<file path="src/rtl/ddr_port_arbiter.sv">
// ddr_port_arbiter: shares one cache-to-DDR read/write port between the
// instruction cache (port 0) and the data cache (port 1). Requests are
// serialised one at a time, round-robin between ports, and within a port a
// pending write goes ahead of a pending read. Completion pulses and read data
// are routed back to the port that owned the transaction.
module ddr_port_arbiter #(
  parameter int unsigned ADDR_W = 27,
  parameter int unsigned DATA_W = 128
) (
  input  logic              clk,
  input  logic              rst,

  // Port 0: instruction cache
  input  logic [ADDR_W-1:0] cache0_rd_addr,
  input  logic              cache0_rd_en,
  output logic              cache0_rd_fin,
  output logic [DATA_W-1:0] cache0_rd_data,
  input  logic [ADDR_W-1:0] cache0_wr_addr,
  input  logic [DATA_W-1:0] cache0_wr_data,
  input  logic              cache0_wr_en,
  output logic              cache0_wr_fin,

  // Port 1: data cache
  input  logic [ADDR_W-1:0] cache1_rd_addr,
  input  logic              cache1_rd_en,
  output logic              cache1_rd_fin,
  output logic [DATA_W-1:0] cache1_rd_data,
  input  logic [ADDR_W-1:0] cache1_wr_addr,
  input  logic [DATA_W-1:0] cache1_wr_data,
  input  logic              cache1_wr_en,
  output logic              cache1_wr_fin,

  // Shared DDR side
  output logic [ADDR_W-1:0] arb2DDR_rd_addr,
  output logic              arb2DDR_rd_en,
  input  logic              DDR2arb_rd_fin,
  input  logic [DATA_W-1:0] DDR2arb_rd_data,
  output logic [ADDR_W-1:0] arb2DDR_wr_addr,
  output logic [DATA_W-1:0] arb2DDR_wr_data,
  output logic              arb2DDR_wr_en,
  input  logic              DDR2arb_wr_fin,

  // Status
  output logic              busy,
  output logic              grant_port
);

  typedef enum logic [1:0] {
    StIdle,
    StIssue,
    StRecover
  } state_e;

  state_e            r_state;
  state_e            w_state_next;

  // Latched transaction: owner, direction, address and write line
  logic              r_port;
  logic              r_last_port;
  logic              r_op_wr;
  logic [ADDR_W-1:0] r_addr;
  logic [DATA_W-1:0] r_wr_data;

  // Per-port completion pulses and held read lines
  logic              r_c0_rd_fin;
  logic              r_c0_wr_fin;
  logic              r_c1_rd_fin;
  logic              r_c1_wr_fin;
  logic [DATA_W-1:0] r_c0_rd_data;
  logic [DATA_W-1:0] r_c1_rd_data;

  // Request decode
  logic              w_req0;
  logic              w_req1;
  logic              w_any_req;
  logic              w_pick;
  logic              w_pick_wr;
  logic [ADDR_W-1:0] w_pick_addr;
  logic [DATA_W-1:0] w_pick_data;
  logic              w_grant;
  logic              w_ddr_done;
  logic              w_complete;

  assign w_req0    = cache0_rd_en | cache0_wr_en;
  assign w_req1    = cache1_rd_en | cache1_wr_en;
  assign w_any_req = w_req0 | w_req1;

  // Choose the port to grant and what it wants; only meaningful in IDLE
  always_comb begin
    w_pick      = 1'b0;
    w_pick_wr   = 1'b0;
    w_pick_addr = '0;
    w_pick_data = '0;
    // On a tie the port that did not win last time goes next
    if (w_req0 && w_req1) begin
      w_pick = ~r_last_port;
    end else begin
      w_pick = w_req1;
    end
    if (w_pick) begin
      w_pick_wr   = cache1_wr_en;
      w_pick_addr = cache1_wr_en ? cache1_wr_addr : cache1_rd_addr;
      w_pick_data = cache1_wr_data;
    end else begin
      w_pick_wr   = cache0_wr_en;
      w_pick_addr = cache0_wr_en ? cache0_wr_addr : cache0_rd_addr;
      w_pick_data = cache0_wr_data;
    end
  end

  // Only the completion of the op actually issued counts
  assign w_ddr_done = r_op_wr ? DDR2arb_wr_fin : DDR2arb_rd_fin;
  assign w_grant    = (r_state == StIdle) && w_any_req;
  assign w_complete = (r_state == StIssue) && w_ddr_done;

  // Next-state decode for the IDLE / ISSUE / RECOVER sequence
  always_comb begin
    w_state_next = r_state;
    unique case (r_state)
      StIdle: begin
        if (w_any_req) begin
          w_state_next = StIssue;
        end
      end
      StIssue: begin
        if (w_ddr_done) begin
          w_state_next = StRecover;
        end
      end
      StRecover: begin
        // Wait out any DDR fin that lasts longer than one cycle so it is not
        // mistaken for the completion of the next transaction
        if (!DDR2arb_rd_fin && !DDR2arb_wr_fin) begin
          w_state_next = StIdle;
        end
      end
      default: begin
        w_state_next = StIdle;
      end
    endcase
  end

  // State register and transaction latch
  always_ff @(posedge clk) begin
    if (rst) begin
      r_state     <= StIdle;
      r_port      <= 1'b0;
      r_last_port <= 1'b1;
      r_op_wr     <= 1'b0;
      r_addr      <= '0;
      r_wr_data   <= '0;
    end else begin
      r_state <= w_state_next;
      if (w_grant) begin
        r_port      <= w_pick;
        r_last_port <= w_pick;
        r_op_wr     <= w_pick_wr;
        r_addr      <= w_pick_addr;
        r_wr_data   <= w_pick_data;
      end
    end
  end

  // Completion pulses to the owning port and read-line capture
  always_ff @(posedge clk) begin
    if (rst) begin
      r_c0_rd_fin  <= 1'b0;
      r_c0_wr_fin  <= 1'b0;
      r_c1_rd_fin  <= 1'b0;
      r_c1_wr_fin  <= 1'b0;
      r_c0_rd_data <= '0;
      r_c1_rd_data <= '0;
    end else begin
      r_c0_rd_fin <= w_complete && !r_port && !r_op_wr;
      r_c0_wr_fin <= w_complete && !r_port &&  r_op_wr;
      r_c1_rd_fin <= w_complete &&  r_port && !r_op_wr;
      r_c1_wr_fin <= w_complete &&  r_port &&  r_op_wr;
      if (w_complete && !r_op_wr) begin
        if (r_port) begin
          r_c1_rd_data <= DDR2arb_rd_data;
        end else begin
          r_c0_rd_data <= DDR2arb_rd_data;
        end
      end
    end
  end

  // DDR enables follow the state directly so they drop the cycle after fin
  assign arb2DDR_rd_en   = (r_state == StIssue) && !r_op_wr;
  assign arb2DDR_wr_en   = (r_state == StIssue) &&  r_op_wr;
  assign arb2DDR_rd_addr = r_addr;
  assign arb2DDR_wr_addr = r_addr;
  assign arb2DDR_wr_data = r_wr_data;

  assign cache0_rd_fin  = r_c0_rd_fin;
  assign cache0_wr_fin  = r_c0_wr_fin;
  assign cache1_rd_fin  = r_c1_rd_fin;
  assign cache1_wr_fin  = r_c1_wr_fin;
  assign cache0_rd_data = r_c0_rd_data;
  assign cache1_rd_data = r_c1_rd_data;

  assign busy       = (r_state != StIdle);
  assign grant_port = r_port;

endmodule

</file>
<file path="config.mk">
export PLATFORM = sky130hd
export DESIGN_NAME = ddr_port_arbiter
export DESIGN_NICKNAME = d
export VERILOG_FILES = /design/src/rtl/ddr_port_arbiter.sv
export SDC_FILE = /design/constraint.sdc
export NUM_CORES = 1
export LEC_CHECK = 0
export CAP_MARGIN = 20
export CELL_PAD_IN_SITES_DETAIL_PLACEMENT = 1
export CELL_PAD_IN_SITES_GLOBAL_PLACEMENT = 1
export CORE_AREA = 4 4 369 371
export DETAILED_ROUTE_END_ITERATION = 16
export DIE_AREA = 0 0 373 375
export MAX_ROUTING_LAYER = met4
export PLACE_DENSITY_LB_ADDON = 0.15
export REMOVE_ABC_BUFFERS = 1
export SETUP_SLACK_MARGIN = 0.5
export SLEW_MARGIN = 0
export SYNTH_ARGS = -nofsm -noshare
export SYNTH_HDL_FRONTEND = slang
export SYNTH_SLANG_ARGS = --single-unit
</file>
<file path="constraint.sdc">
create_clock -name clk -period 3.65 [get_ports clk]
set_input_delay 0.73 -clock clk [delete_from_list [all_inputs] [get_ports clk]]
set_output_delay 0.73 -clock clk [all_outputs]
set_load 0.005 [all_outputs]
</file>
==> impl_metrics.toml <==
[run_status]
status = "finished clean"

[sta]
period_share = 0.788
worst_slew_margin_rel = 0.367
tightest_slew_ns = 0.950
finalSetupViolCount = 0
skew_ns = 0.0274
hold_viol_final = 0
slew_violations = 0
period_needed_ns = 2.88
rsz0062_at_grt = "false"
whs_ns = 0.452
fmaxAchievable_mhz = 348

[floorplanning]
fp.dieArea_um2 = 140000
die_w_um = 373
io-pin-count = 946
core-area_um2 = 133000
core.rowCount = 134
start_util = 0.130
die_h_um = 375

[cts]
cts_buffer_depth = 3
cts_root_buf = "clkbuf_16"
cts_hold_buf = 0
cts_buffers = 58
htreeDepth = 2
insertion_delay_ns = 0.66
cts.sinks = 420
cts_resized = 0
cts_setup_buffers = 0
tritoncts = "built"
cts.clk_slew.worst_paths_ns = 0.06

[power]
p_leak_nw = 10.5
powerDensity_nw_per_um2 = 468
peakVddDrop_mv = 0.394

[logic_synthesis]
synth_edf_count = 0
synth.mux.area_fraction = 0.126
ys_types = 35
syn_avg_cell_area_um2 = 8.94
ys_seq_area_frac = 0.486
synthAdderAreaFrac = 0
synth_area_um2 = 17300
synth_top_family_by_area = "compound AO/OA/AOI/OAI gates"
async_reset_ff_frac = 0
synth_ff_type = "dfxtp_1"
synth_compound_area_frac = 0.162
synth_seq_cells = 420
synthSimpleGateAreaFrac = 0.161
yosys_warnings = 0
syn_inst = 1935
synth-xor-area-share = 0

[route]
num_vias = 17600
drcViolationCount = 0
vias_per_cell = 3.80
wire_per_inst_um = 22.9
drt_pre_antenna_iters = 5
drt_iter0_drc = 554
drt-total-wl_um = 106000
postRouteAntennaNets = 0

[global_routing]
grt_pass1_vias = 18800
grt_max_degree = 130
grt_pass1_wl_um = 148000
overflow = 0
grt_usage = 0.149
antenna_found_initial = 32

[flow_run]
drv_cap = 0

[hold_path]
whs_path_depth = 2
hold_class = "reg -> reg"

[worst_setup_path]
reg2reg_slack_ns = 1.44
cp-start-kind = "flop"
worstPathArrival_ns = 2.15
worst-path-buf-inv = 1
endpoint_kind = "output pin"
cp_max_fo = 5
slowest_stage = "clkdlybuf4s50_1"
crit_family = "buffers and inverters"
r2r_cells = 5
cp.depth = 2
worstPathCellList = "nor3b_2 > clkdlybuf4s50_1"
critical-path-max-stage-delay_ns = 0.65
path_class = "reg -> out"
cp.required_ns = 2.92

[cells_and_area]
fin_cells = 4631
fillers = 15300
post_route_cells_drive_above_1_share = 0.0874
final_common_cell = "clkdlybuf4s50_1"
area_growth_pct = 75.8
finalNetCount = 3298
layout_common_cells = "clkdlybuf4s50_1 (942), nand2_1 (518), dfxtp_1 (420)"

[placement]
hpwl_um = 82500
dp_cells = 4506
io_buffers = 945
place_congestion = 0.844
-- stage by stage --
step | total power, W | util | setup slack [ns] | TNS [ns] | area (um^2)
after floorplan | 0.00644 | - | -1.18 | -122.04 | 16200
after global placement | 0.00854 | 0.214 | 0.672 | 0 | 28400
after detailed placement | 0.00859 | 0.214 | 0.673 | 0 | 28400
after CTS | 0.0146 | 0.228 | 0.684 | 0 | 30300
after global routing | 0.0150 | 0.229 | 0.617 | 0 | 30400
final | 0.0142 | 0.229 | 0.774 | 0 | 30400
-- worst min-delay path: stages, from the launching register on --
cell	delay (ns)
dfxtp_1	0.30
nand2_1	0.05
a21oi_1	0.05
-- report_power, final --
group | switching [W] | internal (W) | leakage [nW]
clock network | 0.00237 | 0.00345 | 0.930
logic | 0.00149 | 0.00173 | 6.17
registers | 0.000244 | 0.00496 | 3.43
-- cell families (layout without fill, tap and decap cells) --
kind of cell | Yosys count | after routing
AOI/OAI and AO/OA | 419 | 419
buffers and inverters | 191 | 1093
muxes | 210 | 210
and+or+nand+nor | 695 | 695
other | 0 | 26
DFF | 420 | 420
-- cells in the mapped netlist (2+ instances only) --
master | instances | area share
nand2_1 | 518 | 0.11
dfxtp_1 | 420 | 0.49
a21oi_1 | 261 | 0.076
mux2i_1 | 183 | 0.11
nor2_1 | 136 | 0.030
clkbuf_1 | 69 | 0.015
a211oi_1 | 68 | 0.030
buf_4 | 61 | 0.026
a211oi_2 | 60 | 0.043
buf_2 | 33 | 0.0096
nand3b_1 | 28 | 0.012
buf_6 | 19 | 0.012
o21ai_2 | 19 | 0.0096
mux2_2 | 17 | 0.011
mux2_4 | 10 | 0.0087
o21ai_0 | 7 | 0.0020
buf_1 | 6 | 0.0013
inv_1 | 2 | 0.00043
nand2b_1 | 2 | 0.00072
-- path summary, 6_finish.rpt --
| kind | startpoint | end |
|---|---|---|
| worst max-delay path | r_op_wr$_SDFFE_PP0P_ | arb2DDR_rd_en |
| worst min-delay path | cache0_rd_data[16]$_SDFFE_PP0P_ | cache0_rd_data[16]$_SDFFE_PP0P_ |
| worst max register to register | r_op_wr$_SDFFE_PP0P_ | cache0_rd_data[74]$_SDFFE_PP0P_ |
| worst min register to register | cache0_rd_data[16]$_SDFFE_PP0P_ | cache0_rd_data[16]$_SDFFE_PP0P_ |
-- metal layers --
layer  track usage  vias up  routed length (um)
li1              -     8292                   -
met1         0.155     8553               40500
met2         0.266      608               54100
met3        0.0539      130                8570
met4        0.0384        0                2710
met5             -        -                   0
-- sequential cells by signal, summed over array words and instances (netlist names), 2 cells and up --
register	cells
r_state	2
cache0_rd_data	128
arb2DDR_rd_addr	27
arb2DDR_wr_data	128
cache1_rd_data	128
-- cell type report --
type / count / area, um^2 / share of cell area
Timing Repair Buffer: 992 / 10000 / 0.330
Sequential cell: 420 / 8410 / 0.277
Multi-Input combinational cell: 1324 / 7780 / 0.256
Tap cell: 1768 / 2210 / 0.0728
Clock buffer: 87 / 1680 / 0.0553
Clock inverter: 12 / 229 / 0.00753
Antenna cell: 26 / 65.1 / 0.00214
Inverter: 2 / 7.51 / 0.000247
Power figures use the tool's default switching activity.
